<file path="config.mk">
export PLATFORM = sky130hd
export DESIGN_NAME = seq_gen_101_110_tx
export DESIGN_NICKNAME = d
export VERILOG_FILES = /design/src/rtl/seq_gen_101_110_tx.sv
export SDC_FILE = /design/constraint.sdc
export NUM_CORES = 1
export LEC_CHECK = 0
export CAP_MARGIN = 20
export CELL_PAD_IN_SITES_DETAIL_PLACEMENT = 1
export CELL_PAD_IN_SITES_GLOBAL_PLACEMENT = 1
export CORE_UTILIZATION = 37
export CTS_BUF_LIST = sky130_fd_sc_hd__clkbuf_8
export DETAILED_ROUTE_END_ITERATION = 6
export HOLD_SLACK_MARGIN = 0.1
export PLACE_DENSITY_LB_ADDON = 0.3
export REMOVE_ABC_BUFFERS = 1
export SYNTH_ARGS = -nofsm -noshare
export SYNTH_HDL_FRONTEND = slang
export SYNTH_SLANG_ARGS = --single-unit
</file>
<file path="constraint.sdc">
create_clock -name clk -period 1.9 [get_ports clk]
set_clock_uncertainty 0.1 [all_clocks]
set_input_delay 0.57 -clock clk [delete_from_list [all_inputs] [get_ports clk]]
set_output_delay 0.57 -clock clk [all_outputs]
set_load 0.03 [all_outputs]
</file>
<file path="src/rtl/seq_gen_101_110_tx.sv">
// Serial 101/110 pattern transmitter: streams repeated 3-bit patterns with
// optional idle gaps, qualified by out_valid, ending with a one-cycle done.
module seq_gen_101_110_tx #(
   parameter int CNT_W = 4,
   parameter int GAP_W = 3
) (
   input  logic             clk,
   input  logic             rstn,
   input  logic             start,
   input  logic             sel,
   input  logic [CNT_W-1:0] reps,
   input  logic [GAP_W-1:0] gap,
   input  logic             abort,
   output logic             ready,
   output logic             busy,
   output logic             out,
   output logic             out_valid,
   output logic             last,
   output logic             done
);

   typedef enum logic [2:0] {IDLE, B0, B1, B2, GAP, DONE} state_t;

   state_t           state, state_nxt;
   logic             sel_q, sel_nxt;
   logic [CNT_W-1:0] rem, rem_nxt;
   logic [GAP_W-1:0] gap_q, gap_nxt, gcnt, gcnt_nxt;

   always_comb begin
      state_nxt = state;
      sel_nxt   = sel_q;
      rem_nxt   = rem;
      gap_nxt   = gap_q;
      gcnt_nxt  = gcnt;
      if (state != IDLE && abort) begin
         state_nxt = IDLE;
      end else begin
         case (state)
            IDLE: begin
               if (start && !abort) begin
                  sel_nxt   = sel;
                  rem_nxt   = reps;
                  gap_nxt   = gap;
                  state_nxt = (reps == '0) ? DONE : B0;
               end
            end
            B0: state_nxt = B1;
            B1: state_nxt = B2;
            B2: begin
               // rem counts patterns still owed, including the one ending now
               if (rem <= CNT_W'(1)) begin
                  rem_nxt   = '0;
                  state_nxt = DONE;
               end else begin
                  rem_nxt = rem - CNT_W'(1);
                  if (gap_q == '0) begin
                     state_nxt = B0;
                  end else begin
                     gcnt_nxt  = gap_q;
                     state_nxt = GAP;
                  end
               end
            end
            GAP: begin
               gcnt_nxt = (gcnt == '0) ? '0 : gcnt - GAP_W'(1);
               if (gcnt <= GAP_W'(1)) state_nxt = B0;
            end
            DONE:    state_nxt = IDLE;
            default: state_nxt = IDLE;
         endcase
      end
   end

   // Outputs are decoded from the next state so they are registered yet
   // still line up with the state they describe.
   always_ff @(posedge clk) begin
      if (!rstn) begin
         state     <= IDLE;
         sel_q     <= 1'b0;
         rem       <= '0;
         gap_q     <= '0;
         gcnt      <= '0;
         ready     <= 1'b1;
         busy      <= 1'b0;
         out       <= 1'b0;
         out_valid <= 1'b0;
         last      <= 1'b0;
         done      <= 1'b0;
      end else begin
         state     <= state_nxt;
         sel_q     <= sel_nxt;
         rem       <= rem_nxt;
         gap_q     <= gap_nxt;
         gcnt      <= gcnt_nxt;
         ready     <= (state_nxt == IDLE);
         busy      <= (state_nxt != IDLE);
         out_valid <= (state_nxt == B0) || (state_nxt == B1) || (state_nxt == B2);
         last      <= (state_nxt == B2) && (rem_nxt == CNT_W'(1));
         done      <= (state_nxt == DONE);
         case (state_nxt)
            B0:      out <= 1'b1;
            B1:      out <= sel_nxt;
            B2:      out <= ~sel_nxt;
            default: out <= 1'b0;
         endcase
      end
   end

endmodule
</file>
Word level (Yosys, flattened, before mapping) --
Cells that the tools add are included. Widths: inputs -> output; s select.
Word-level totals: register bits 20, bits of input ports 12, output and inout port bits 6
Operators by class: add/sub/neg operators 2, order comparisons 2, equality and inequality tests 11, multiplexer cells 19, bitwise operators 2, reductions and logical operators 16
Operators by type and width (count):
- $mux 3 | 9
- $pmux 3 s5 | 1
- $eq 3x2->1 const B | 4
- $logic_not 3->1 | 4
- $mux 4 | 3
- $pmux 4 s2 | 1
- $eq 3x1->1 const B | 2
- $eq 3x3->1 const B | 2
- $pmux 3 s2 | 1
- $reduce_bool 3->1 | 2
- $eq 4x1->1 const B | 1
- $le 4x1->1 const B | 1
- $logic_not 4->1 | 1
- $ne 2x2->1 const B | 2
- $reduce_and 4->1 | 1
- $sub 4x1->4 const B | 1
- $le 3x1->1 const B | 1
- $logic_and 1x1->1 | 3
- $mux 1 | 3
- $pmux 1 s3 | 1
- $reduce_and 3->1 | 1
- $sub 3x1->3 const B | 1
- $logic_or 1x1->1 | 2
- $not 1->1 | 2
- other kinds (2) | 2

Longest topological paths before layout --
Gate-level depths: netlist of the first run.
depth in word-level cells 8, gate-level depth with buffers 7, depth with buffers taken out 7

Worst setup path before layout of the first run --
No wires, ideal clock.
path kind input to register, start input port start, end register out, setup time 0.086 ns, arrival 1.842 ns, data required time 1.714 ns, path slack -0.127 ns, cell stages on the path 5, path through nor2b_2 > o21ai_0 > o311ai_4 > or4_1 > a211oi_1
On the way: word-level cells in the longest chain between the ends 6
RTL lines:
- start: declaration | RTL line 9 | input logic start,
- $logic_and 1x1->1 * | RTL line 40 | if (start && !abort) begin
- $mux 3 / $mux 1 (equally long branches) | RTL line 40
- $pmux 3 s5 / $mux 1 (equally long branches) | RTL line 38 | case (state)
- $mux 3 / $mux 1 (equally long branches) | RTL line 35 | if (state != IDLE && abort) begin
- $eq 3x2->1 (tied with other cells) | RTL line 100 | case (state_nxt)
- $pmux 1 s3 * | RTL line 100
- end signal: assignment | RTL line 102 | B1: out <= sel_nxt;
- end signal: assignment | RTL line 103 | B2: out <= ~sel_nxt;
- end: declaration | RTL line 16 | output logic out,
Mark *: on every way between the ends. The rest lies on a longest branch, timed or not. A chain may end at the register's enable or synchronous reset.

Worst setup path in the final report of the first run --
start register state[0], end register rem[1]
On the way: word-level cells in the longest chain between the ends 3
RTL lines:
- start: declaration | RTL line 24 | state_t state, state_nxt;
- start signal: assignment | RTL line 90 | state <= state_nxt;
- $eq 3x2->1 (tied with other cells) | RTL line 38
- $pmux 4 s2 / $logic_and 1x1->1 (equally long branches) | RTL line 38, 35
- $mux 4 * | RTL line 35
- end signal: assignment | RTL line 92 | rem <= rem_nxt;
- end: declaration | RTL line 26 | logic [CNT_W-1:0] rem, rem_nxt;
Marked as above.

==> impl_metrics.toml, run 1 <==
[outcome]
violations = "design-rule violations, negative setup slack"
outcome = "finished with violations"

[synthesis]
ys_ff_latch = 20
postSynthCellCount = 134
synth_xor_area_share_pct = 0.7625
synth-edff-count = 0
synth_compound_area_share_pct = 21.46
synth_cell_type_count = 46
synth_ff_type = "dfxtp_1"
synth_top_family_by_area = "simple AND/OR/NAND/NOR gates"
yosysSeqAreaShare_pct = 34.86
synth_mux_area_share_pct = 5.229
async_flop_share_pct = 0
yosys_warnings = 0
synth-simple-area-share_pct = 26.91
syn_avg_cell_area_um2 = 8.572
syn_area_um2 = 1149
synthAdderAreaFrac_pct = 4.357

[detailed_routing]
routedWlPerCell_um = 19.59
drt-initial-drc-count = 53
drc = 1
routed_wirelength_um = 4291
viasPerCell = 5.799
firstDrtPassIters = 6
vias = 1270
drtAntennaViolNets = 0

[timing]
hold_viol = 0
hold_slack_ns = 0.4344
fin_ws_ns = -0.08374
fin_crit_ns = 1.984
slew-limit-headroom_pct = 73.73
finalSetupViolCount = 4
timing.fmax_mhz = 504.1
post-route-period-util_pct = 104.4
rsz0062_at_grt = "true"
worst_pin_slew_ns = 0.3915
setup_tns_ns = -0.2329
finalMaxSlewViolations = 0

[pwr]
leakagePower_nw = 0.7587
pwr-share-comb_pct = 30.5
total_power_mw = 1.056
vdd_drop_max_v = 0.0005263
p_sw_share_pct = 30.09
p_int_mw = 0.7384
powerDensity_nw_per_um2 = 598.7
power_switching_mw = 0.3179
power.share.sequential_pct = 43.0
p_clk_share_pct = 26.6

[clocking]
cts_hold_buf = 0
clk_pin_slew_ns = 0.07
numCtsBuffers = 3
tritoncts = "done"
cts_buffer_depth = 2
clkSinkCount = 20
root_buffer = "clkbuf_8"
clk_latency_ns = 0.26
htreeDepth = 1

[cells_and_area]
final_nets = 206
final_cell_area_um2 = 1764
fillCellCount = 335
drive_above_1_share_pct = 39.89
n_antenna_cell = 0
multiInputGateArea_um2 = 770.7
final_common_cell = "buf_4"
seq_area_um2 = 411.6
mostFrequentLayoutCells = "buf_4, nor2_1, dfxtp_1"
area_growth_pct = 53.59

[worst_setup_path]
cp_data_required_time_ns = 1.96
reg2reg_from = "state[0]"
cpPeakStageDelay_ns = 0.38
cp-startpoint = "state[0]"
reg2reg_depth = 8
cp_top_family = "compound AO/OA/AOI/OAI gates"
cp.arrival_ns = 2.04
rrSetupSlack_ns = -0.08
cp-end-kind = "register"
reg2reg_to = "rem[1]"
cp_cell_sequence = "or3b_1, a21o_1, a222oi_1, buf_4, buf_6, buf_4, buf_4, nor2_1"
start_kind = "register"
cpMostUsedCell = "buf_4"
crit_slowest_cell = "or3b_1"
worstPathMaxFanout = 6
path_class = "reg -> reg"
crit_buf_inv = 4

[global_route]
grt_max_degree = 12
grt_pass1_wl_um = 5913
grt_pass1_vias = 1270
antenna_found_initial = 0
overflow = 0
track_usage_pct = 23.68

[placed_design]
dpl_worst_slack_ns = -0.7288
place_area_um2 = 1554
hpwl_um = 2631
port_buffers = 17
gp_congestion = 0.8918

[min_path]
hold_path_class = "reg -> reg"
hold_end = "gcnt[2]"
min_from = "gap_q[2]"
holdPathStages = 2

[die]
die_width_um = 57.72
fp.dieH_um = 57.72
start_util_pct = 40.26
rows = 19
core_um2 = 2853
ioPinCount = 18
die-area_um2 = 3331

[run]
cap_violations = 0
[area by class of cell]
type	count	share of cell area, %
Tap cell	31	2.199
Inverter	10	2.128
Clock buffer	3	2.340
Multi-Input combinational cell	98	43.69
Timing Repair Buffer	57	26.31
Sequential cell	20	23.33
[metrics by stage]
stage	utilization [%]	instances
final	61.84	219
after global routing	61.84	219
after CTS	58.29	213
after detailed placement	54.47	207
after global placement	54.47	207
after floorplan	-	128
[synth_stat cells, drive strengths merged (2+ instances only)]
cell / count / share of area [%]
and2: 2 / 1.1
mux2i: 6 / 5.2
ha: 4 / 4.4
nand2b: 2 / 1.1
inv: 10 / 3.3
o21ai: 4 / 1.7
nand2: 7 / 2.3
dfxtp: 20 / 35
clkbuf: 2 / 0.65
nor3: 4 / 1.7
nor2: 19 / 7.6
o211ai: 3 / 2.0
or4: 2 / 1.3
a211oi: 3 / 2.0
or3b: 2 / 1.5
nand3: 6 / 2.6
nand3b: 2 / 1.3
a21o: 2 / 1.3
or2: 3 / 1.6
a21oi: 6 / 2.6
or3: 2 / 1.5
buf: 4 / 2.5
[registers in the layout, indices dropped and copies added (netlist names)]
signal / count
busy: 1
done: 1
gap_q: 3
gcnt: 3
last: 1
out: 1
out_valid: 1
ready: 1
rem: 4
sel_q: 1
state: 3
[worst max path at each step]
stage | end | slack [ns] | depth (start not counted)
3_5_place_dp | last | -0.73 | 6
6_report | rem[1] | -0.08 | 8
3_3_place_gp | last | -0.62 | 6
4_1_cts | rem[1] | -0.03 | 9
2_1_floorplan | out | -0.13 | 5
5_1_grt | rem[1] | -0.13 | 8
[cell families (layout without fill, tap and decap cells)]
group | count (synthesis) | in the layout
buf+inv | 16 | 70
flops | 20 | 20
fa+ha+maj | 4 | 4
xor+xnor | 1 | 1
simple gates | 55 | 55
mux | 6 | 6
compound gates | 32 | 32
[repair_timing]
action | CTS | global route
resized for setup | 37 | 18
buffers inserted | 3 | 6
setup endpoints to repair | 22 | 9
pin swaps | 12 | 10
cloned | 0 | 0
[power groups by stage]
stage | combinational (mW) | sequential, mW | clock [mW]
2_1_floorplan | 0.114 | 0.478 | 0
4_1_cts | 0.279 | 0.455 | 0.283
6_report | 0.322 | 0.454 | 0.280
3_3_place_gp | 0.250 | 0.462 | 0
5_1_grt | 0.339 | 0.456 | 0.291
3_5_place_dp | 0.259 | 0.464 | 0
[worst reg2reg max path, delay by kind of cell, from the launching register on]
kind            cells  cell delay [ns]
compound gates      2             0.55
buf+inv             4             0.46
simple gates        2             0.41
flops               1             0.37
[metal layers]
metal / vias up / global-route usage [%] / wire length, µm
li1: 592 / - / -
met1: 628 / 28.43 / 1831
met2: 38 / 42.36 / 2155
met3: 12 / 3.348 / 169
met4: 0 / 9.864 / 133
met5: - / 0 / 0
No activity file was read; power rests on OpenSTA's default activity.
==> inputs of run 2 (changes only) <==
--- a/config.mk
+++ b/config.mk
@@ -14,4 +14,6 @@
 export HOLD_SLACK_MARGIN = 0.1
+export MAX_ROUTING_LAYER = met4
 export PLACE_DENSITY_LB_ADDON = 0.3
 export REMOVE_ABC_BUFFERS = 1
+export SLEW_MARGIN = 20
 export SYNTH_ARGS = -nofsm -noshare
==> constraint.sdc (replaced) <==
create_clock -name clk -period 1.9 [get_ports clk]
set_clock_uncertainty 0.1 [all_clocks]
set_input_delay 0.475 -clock clk [delete_from_list [all_inputs] [get_ports clk]]
set_output_delay 0.475 -clock clk [all_outputs]
set_load 0.03 [all_outputs]
==> impl_metrics.toml, run 2 (same netlist as run 1, synthesis figures left out) <==
[die]
core_um2 = 2853
rows = 19
fp.dieH_um = 57.72
die-area_um2 = 3331
start_util_pct = 40.26
die_width_um = 57.72
ioPinCount = 18

[worst_setup_path]
cp-end-kind = "register"
start_kind = "register"
cp.arrival_ns = 2.02
cp_data_required_time_ns = 1.99
worstPathMaxFanout = 4
path_class = "reg -> reg"

[cells_and_area]
top_register = "rem"
mostFrequentLayoutCells = "buf_4, nor2_1, dfxtp_1"
drive_above_1_share_pct = 36.61
final_nets = 200
area_growth_pct = 49.56
largest_reg_flops = 4
fin_util_pct = 60.22
fin_cells = 214
final_cell_area_um2 = 1718
n_antenna_cell = 0
fillCellCount = 337
final_common_cell = "buf_4"

[timing]
timing.fmax_mhz = 518.9
finalMaxSlewViolations = 0
slew-limit-headroom_pct = 76.68
worst_pin_slew_ns = 0.3474
setup_tns_ns = -0.04122
fin_crit_ns = 1.927
hold_viol = 0
fin_ws_ns = -0.02724
finalSetupViolCount = 2
post-route-period-util_pct = 101.4
rsz0062_at_grt = "true"
hold_slack_ns = 0.4470

[global_route]
antenna_found_initial = 0
grt_pass1_wl_um = 6403
use_met2_pct = 44.19
grt_pass1_vias = 1338
track_usage_pct = 26.29
overflow = 0
met1_usage_pct = 32.17
busiest_layer = "met2"
grt_use_met3_pct = 4.688
grt_max_degree = 12

[outcome]
outcome = "finished with violations"
violations = "design-rule violations, negative setup slack"

[clocking]
tritoncts = "done"
htreeDepth = 1
numCtsBuffers = 3
clkSinkCount = 20
clk_latency_ns = 0.27
cts_hold_buf = 0
root_buffer = "clkbuf_8"
clk_pin_slew_ns = 0.08
cts_buffer_depth = 2

[pwr]
vdd_drop_max_v = 0.0004482
powerDensity_nw_per_um2 = 637.6
leakagePower_nw = 0.7111
total_power_mw = 1.095

[placed_design]
port_buffers = 17
gp_congestion = 0.9095
hpwl_um = 2708
dpl_worst_slack_ns = -0.6167
dpl.cell_count = 208
place_area_um2 = 1562

[detailed_routing]
vias = 1184
routedWlPerCell_um = 18.57
routed_wirelength_um = 3975
drc = 1
viasPerCell = 5.533
firstDrtPassIters = 6
drt-initial-drc-count = 49
drtAntennaViolNets = 0

[run]
cap_violations = 0

[min_path]
hold_path_class = "reg -> reg"
[run 2: changes by cell type in the layout (fill, tap and decap cells not counted), moves of 2 or more]
cell             previous run  this run
clkdlybuf4s50_1             5        12
buf_4                      38        34
dlygate4sd2_1               8         4
buf_6                       2         0
clkdlybuf4s15_1             2         0
[run 2: path summary, 6_finish.rpt]
check | startpoint | endpoint | slack (ns) | depth (start not counted)
max | rem[0] | out | -0.03 | 7
min | gap_q[2] | gcnt[2] | 0.45 | 2
max reg2reg | rem[0] | out | -0.03 | 7
min reg2reg | gap_q[2] | gcnt[2] | 0.45 | 2
[run 2: timing repair]
action	4_1_cts	5_1_grt
gates resized for setup	25	13
setup endpoints to repair	14	6
setup buffers	2	0
pin swaps	10	7
[run 2: worst max-delay path, cell delays in order, from the launching register on]
cell and delay [ns]:
dfxtp_4 0.38, inv_2 0.05, ha_4 0.17, nor2_4 0.11, o21a_1 0.18, o311ai_4 0.10, or4_1 0.57, a211oi_2 0.20
[run 2: where the power goes]
group	internal, mW	switching [mW]
clock network	0.185	0.154
registers	0.440	0.0185
logic	0.152	0.146
total	0.777	0.318
[run 2: layout make-up]
cell class              instances  area [µm²]  area share [%]
well taps                      31       38.79           2.258
repair buffers                 51       415.4           24.18
multi-input cells              98       759.5           44.21
flip-flops and latches         20       411.6           23.96
clock buffers                   4       55.05           3.205
inverters                      10       37.54           2.185
[run 2: routing by layer]
layer  vias to the layer above  wire (µm)  part of all wire, %
met2                        26       1920                   48
met4                         0         64                  1.6
met3                         7        167                  4.2
met1                       573       1823                   46
met5                         -          0                    0
li1                        578          -                    -
==> patch 1 (settings of run 2) <==
Change the parameter `CNT_W` from 4 to 6.
--- a/src/rtl/seq_gen_101_110_tx.sv
+++ b/src/rtl/seq_gen_101_110_tx.sv
@@ -2,5 +2,5 @@
 // optional idle gaps, qualified by out_valid, ending with a one-cycle done.
 module seq_gen_101_110_tx #(
-   parameter int CNT_W = 4,
+   parameter int CNT_W = 6,
    parameter int GAP_W = 3
 ) (
Interface: changed (resized reps); port bits go from 18 to 20. The function was not compared with the original's and may differ.
==> patch 1 against run 2 <==
  * Area after synthesis rose by 8.3%
  * Largest power group unchanged
  * Synthesized cell count rose by 11%
  * Sequential share of layout area fell by 1.3 points
  * Worst setup slack improved by 0.079 ns
  * Largest cell class unchanged
  * Count of clock-buffer cells in the layout fell by 1
  * Wire length rose by 20%
  * Worst hold slack got worse by 0.041 ns
  * Power rose by 17%
  * Final area rose by 16%
  * Sequential power rose by 9.4%
  * Maximum frequency rose by 4.3%
  * Sequential cell count rose by 2
==> patch 1: results (changes against run 2) <==
| Item | Value | Unit | Change |
|---|---|---|---|
| Run status | completed | - | was finished, violations left |
| Largest cells by area after synthesis | sky130_fd_sc_hd__dfxtp_1 (35%), sky130_fd_sc_hd__o21ai_0 (4.8%), sky130_fd_sc_hd__a21oi_1 (4.4%), sky130_fd_sc_hd__ha_1 (4.0%), sky130_fd_sc_hd__nor2_1 (3.6%) | - | was sky130_fd_sc_hd__dfxtp_1 (35%), sky130_fd_sc_hd__nor2_1 (5.9%), sky130_fd_sc_hd__mux2i_1 (5.2%), sky130_fd_sc_hd__ha_1 (4.4%), sky130_fd_sc_hd__inv_1 (3.3%) |
| Global-route wire length before repair | 7390 | um | was 6400 um |
| Worst setup margin | 0.0517 | ns | was -0.0272 ns |
| Maximum number of pins on one net before global-route repair | 14 | - | was 12 |
| Port Buf Inserts | 19 | - | was 17 |
| CP delay by family, top | simple AND/OR/NAND/NOR gates | - | unchanged |
| Biggest fanout along the worst timing path | 5 | - | was 4 |
| Most used DFF post-synth | sky130_fd_sc_hd__dfxtp_1 | - | unchanged |
| Max incr delay on CP | 0.43 | ns | was 0.57 ns |
| Cell type of the slowest stage on the worst timing path | sky130_fd_sc_hd__or3_4 | - | was sky130_fd_sc_hd__or4_1 |
| Final nets | 226 | - | was 200 |
| Routability-driven placement congestion ratio | 0.948 | - | was 0.910 |
| Worst hold-check path type | reg -> reg | - | unchanged |
| Diodes inserted | 0 | - | unchanged |
| Sequential element share of the synthesized area | 0.354 | - | was 0.349 |
| Flip-flop count of the largest register, all copies and words added | 6 | - | was 4 |
| Commonest cells in the netlist | sky130_fd_sc_hd__dfxtp_1 (22), sky130_fd_sc_hd__nor2_1 (12), sky130_fd_sc_hd__o21ai_0 (12) | - | was sky130_fd_sc_hd__dfxtp_1 (20), sky130_fd_sc_hd__nor2_1 (18), sky130_fd_sc_hd__inv_1 (10) |
| Largest Register | rem | - | unchanged |
| Synth cell types | 48 | - | was 46 |
| Post-Route WL | 4770 | um | was 3980 um |
| Max_slew headroom | 0.734 | - | was 0.767 |
| Standard cell area after detailed placement | 0.00175 | mm^2 | was 0.00156 mm^2 |
| Arr. time, crit path | 1.94 | ns | was 2.02 ns |
| Post-detail-place hpwl | 3300 | um | was 2710 um |
| Root Buffer | sky130_fd_sc_hd__clkbuf_8 | - | unchanged |
| Initial antenna violation count | 0 | - | unchanged |
| Via count of the routed design | 1414 | - | was 1184 |
| Vias in the first global route | 1500 | - | was 1338 |
| All-Layer GR Usage | 0.292 | - | was 0.263 |
| Worst Setup Slack post-DPL | -0.518 | ns | was -0.617 ns |
| Maximum vdd ir drop | 307 | uV | was 448 uV |
| First-pass detailed-route iteration total | 4 | - | was 6 |
| Initial drt markers | 31 | - | was 49 |
| H-Tree Depth | 1 | - | unchanged |
| Static leakage power | 0.829 | nW | was 0.711 nW |
| Clock latency reported for the late side of the worst-skew pair | 0.27 | ns | about the same |
| Cell Int Power | 0.931 | mW | was 0.777 mW |
| Layout cells sized above 1 | 0.411 | - | was 0.366 |
-- patch 1: cell count changes after synthesis, sizes merged, moves of 3 or more --
cell / change
a21oi: +5
nand3: -6
nor2: -7
nor3: +3
o21ai: +9
or3: +3
-- patch 1: final cells by class --
class                           count  area, um^2
Fill cell                         367        1140
Multi-Input combinational cell    111         871
Timing Repair Buffer               61         500
Sequential cell                    22         450
Tap cell                           44        55.1
Clock buffer                        3        41.3
Inverter                            9        38.8
Clock inverter                      1        30.0
-- patch 1: stage by stage --
step                hold WS (ns)  std cells  TNS [ns]
finish                     0.406        251         0
global route               0.448        251   -0.0760
CTS                        0.403        250         0
detailed placement         0.391        245     -5.96
global placement           0.383        245     -5.03
floorplan                  0.349        142         0
-- patch 1: per-layer routing --
layer	routed length, um	global-route usage	share of wire
met1	1990	0.351	0.42
met3	219	0.0346	0.046
met4	120	0.0764	0.025
met5	0	-	0
met2	2440	0.514	0.51
-- patch 1: power groups by stage --
| stage | combinational (mW) | sequential [mW] | clock, mW |
|---|---|---|---|
| 6_report | 0.337 | 0.501 | 0.440 |
| 2_1_floorplan | 0.106 | 0.520 | 0 |
| 5_1_grt | 0.357 | 0.503 | 0.462 |
| 4_1_cts | 0.299 | 0.500 | 0.445 |
| 3_5_place_dp | 0.269 | 0.509 | 0 |
| 3_3_place_gp | 0.261 | 0.507 | 0 |
-- patch 1: what timing repair did --
item,CTS,global route
pin swaps,10,15
hold buffers,0,0
buffers inserted,1,1
endpoints found under the setup margin,14,9
resized for setup,27,27
-- patch 1: path summary, 6_finish.rpt --
| kind | end | cells after the start | from |
|---|---|---|---|
| setup / recovery | last | 6 | rem[2] |
| hold / removal | sel_q | 2 | sel_q |
| setup reg to reg | last | 6 | rem[2] |
| hold reg to reg | sel_q | 2 | sel_q |
-- patch 1: cells by family after synthesis --
logic type	Yosys count	synth area share
AND/OR/NAND/NOR	55	0.251
multiplexers	4	0.0322
XOR/XNOR	1	0.00704
buffers and inverters	16	0.0594
AO/OA/AOI/OAI	47	0.256
adder cells (fa/ha/maj)	4	0.0402
flip-flops	22	0.354
-- patch 1: worst min-delay path, cell delays in order (launching register included) --
cell                      delay, ns
sky130_fd_sc_hd__dfxtp_1       0.33
sky130_fd_sc_hd__o21ai_0       0.07
sky130_fd_sc_hd__a21oi_1       0.06
==> patch 2 (flow settings as in run 2) <==
Without the edit above. Make the reset (`rstn`) asynchronous in one clocked block.
--- a/src/rtl/seq_gen_101_110_tx.sv
+++ b/src/rtl/seq_gen_101_110_tx.sv
@@ -74,5 +74,5 @@
    // Outputs are decoded from the next state so they are registered yet
    // still line up with the state they describe.
-   always_ff @(posedge clk) begin
+   always_ff @(posedge clk or negedge rstn) begin
       if (!rstn) begin
          state     <= IDLE;
Check against the original RTL: differs if rstn is asserted again (counterexample within 4 cycles, from zero or initial values and one cycle with rstn low); with rstn held inactive, the same outputs for 10 cycles.
==> patch 2 against run 2 <==
  * The run ends with setup timing left
  * Final area is 19% higher
  * Area after synthesis up 7.8%
  * Sequential cell count unchanged
  * Wire length rose by 32%
  * Worst setup slack worse by 0.19 ns
  * Final cell count grew 5.6%
  * Worst hold slack improved by 0.015 ns
  * Count of clock-buffer cells in the layout fell by 1
  * Highest routed layer unchanged
Power is not compared: it rests on default switching activity, and its combinational part moved more than twofold at a synthesized area within 25%.
==> patch 2: results (changes against run 2) <==
| Item | Value | Unit | Change |
|---|---|---|---|
| Failing checks | setup timing | - | was DRC, setup timing |
| CP delay by family, top | compound AO/OA/AOI/OAI gates | - | was simple AND/OR/NAND/NOR gates |
| Synth cell types | 53 | - | was 46 |
| Commonest cells in the netlist | sky130_fd_sc_hd__dfrtp_1 (19), sky130_fd_sc_hd__nand2_1 (10), sky130_fd_sc_hd__o21ai_0 (10) | - | was sky130_fd_sc_hd__dfxtp_1 (20), sky130_fd_sc_hd__nor2_1 (18), sky130_fd_sc_hd__inv_1 (10) |
| Placed Cells incl. Taps | 206 | - | was 208 |
| Largest Register | rem | - | unchanged |
| Sequential element share of the synthesized area | 0.405 | - | was 0.349 |
| Run status | finished, violations left | - | unchanged |
| Cell type of the slowest stage on the worst timing path | sky130_fd_sc_hd__dfrtp_1 | - | was sky130_fd_sc_hd__or4_1 |
| Worst setup margin | -0.215 | ns | was -0.0272 ns |
| Arr. time, crit path | 2.19 | ns | was 2.02 ns |
| Standard cell area after detailed placement | 0.00163 | mm^2 | was 0.00156 mm^2 |
| Largest cells by area after synthesis | sky130_fd_sc_hd__dfrtp_1 (38%), sky130_fd_sc_hd__ha_1 (4.0%), sky130_fd_sc_hd__o21ai_0 (4.0%), sky130_fd_sc_hd__mux2_2 (3.6%), sky130_fd_sc_hd__nand2_1 (3.0%) | - | was sky130_fd_sc_hd__dfxtp_1 (35%), sky130_fd_sc_hd__nor2_1 (5.9%), sky130_fd_sc_hd__mux2i_1 (5.2%), sky130_fd_sc_hd__ha_1 (4.4%), sky130_fd_sc_hd__inv_1 (3.3%) |
| # fillers | 322 | - | was 337 |
| Post-detail-place hpwl | 2800 | um | was 2710 um |
| Proportion of register bits with asynchronous set or reset after synthesis | 1.00 | - | was 0 |
| Routability-driven placement congestion ratio | 0.977 | - | was 0.910 |
| Wire length per cell | 23.2 | um | was 18.6 um |
| Vias per inst | 5.70 | - | was 5.53 |
| Final nets | 199 | - | was 200 |
| Worst hold-check path type | in -> async | - | was reg -> reg |
| Biggest fanout along the worst timing path | 6 | - | was 4 |
| All-Layer GR Usage | 0.299 | - | was 0.263 |
| Initial drt markers | 36 | - | was 49 |
| Layout cells sized above 1 | 0.527 | - | was 0.366 |
| First-pass detailed-route iteration total | 4 | - | was 6 |
| Count of cells along the worst register-to-register path | 6 | - | was 7 |
| Max_slew headroom | 0.720 | - | was 0.767 |
| Setup-failing EPs final | 11 | - | was 2 |
| Post-layout instance count excluding filler cells | 226 | - | was 214 |
| Global-route wire length before repair | 7380 | um | was 6400 um |
| Count of mapped cells out of synthesis | 123 | - | was 134 |
| Vias in the first global route | 1360 | - | was 1338 |
| Max incr delay on CP | 0.43 | ns | was 0.57 ns |
| Maximum number of pins on one net before global-route repair | 21 | - | was 12 |
-- patch 2: final timing paths --
kind / start / end
max: state[2] / last
min in group clk: gcnt[1] / gcnt[1]
max reg2reg: state[2] / last
min reg2reg: gcnt[1] / gcnt[1]
max in group asynchronous: rstn / ready
min: rstn / last
-- patch 2: timing repair --
item	CTS	global route
gates cloned	0	0
buffers inserted	8	8
gates resized for setup	32	30
pin swaps	10	13
endpoints found under the setup margin	14	13
-- patch 2: where the power goes --
part,total (mW),switching (mW),internal (mW)
clock,0.436,0.154,0.282
combinational,2.20,1.15,1.05
sequential,0.799,0.187,0.612
total,3.43,1.49,1.94
-- patch 2: per-stage QoR --
stage	setup TNS (ns)	util	setup slack [ns]	hold WS (ns)
6_report	-0.656	0.659	-0.215	0.462
2_1_floorplan	-0.368	-	-0.199	0.0794
3_5_place_dp	-5.34	0.527	-0.522	0.426
5_1_grt	-1.11	0.659	-0.278	0.474
3_3_place_gp	-4.90	0.527	-0.418	0.415
4_1_cts	-0.0579	0.600	-0.0302	0.449
-- patch 2: logic make-up after synthesis --
| kind of cell | after synthesis | synth area share |
|---|---|---|
| AO/OA/AOI/OAI | 34 | 0.202 |
| XOR/XNOR | 1 | 0.00707 |
| adder cells (fa/ha/maj) | 4 | 0.0404 |
| buffers and inverters | 9 | 0.0485 |
| flip-flops | 20 | 0.405 |
| multiplexers | 6 | 0.0525 |
| AND/OR/NAND/NOR | 49 | 0.244 |
-- patch 2: worst register-to-register path: stages (launching register included) --
cell,delay (ns)
sky130_fd_sc_hd__dfrtp_1,0.43
sky130_fd_sc_hd__buf_6,0.15
sky130_fd_sc_hd__nand3b_1,0.30
sky130_fd_sc_hd__buf_6,0.22
sky130_fd_sc_hd__o221ai_4,0.28
sky130_fd_sc_hd__o2111a_1,0.30
sky130_fd_sc_hd__nor4bb_4,0.23
-- patch 2: layer usage --
layer | global-route usage | share of wire | vias to the layer above
met5 | - | 0 | -
met1 | 0.405 | 0.44 | 666
li1 | - | - | 569
met3 | 0.0368 | 0.041 | 8
met2 | 0.465 | 0.49 | 46
met4 | 0.0997 | 0.021 | 0
-- patch 2: cell type report --
cell class | count | area [um^2] | share of cell area
clock buffers | 3 | 41.3 | 0.0202
clock inverters | 1 | 30.0 | 0.0147
inverters | 4 | 15.0 | 0.00734
multi-input cells | 94 | 873 | 0.427
flip-flops and latches | 20 | 503 | 0.246
well taps | 44 | 55.1 | 0.0269
repair buffers | 60 | 527 | 0.258
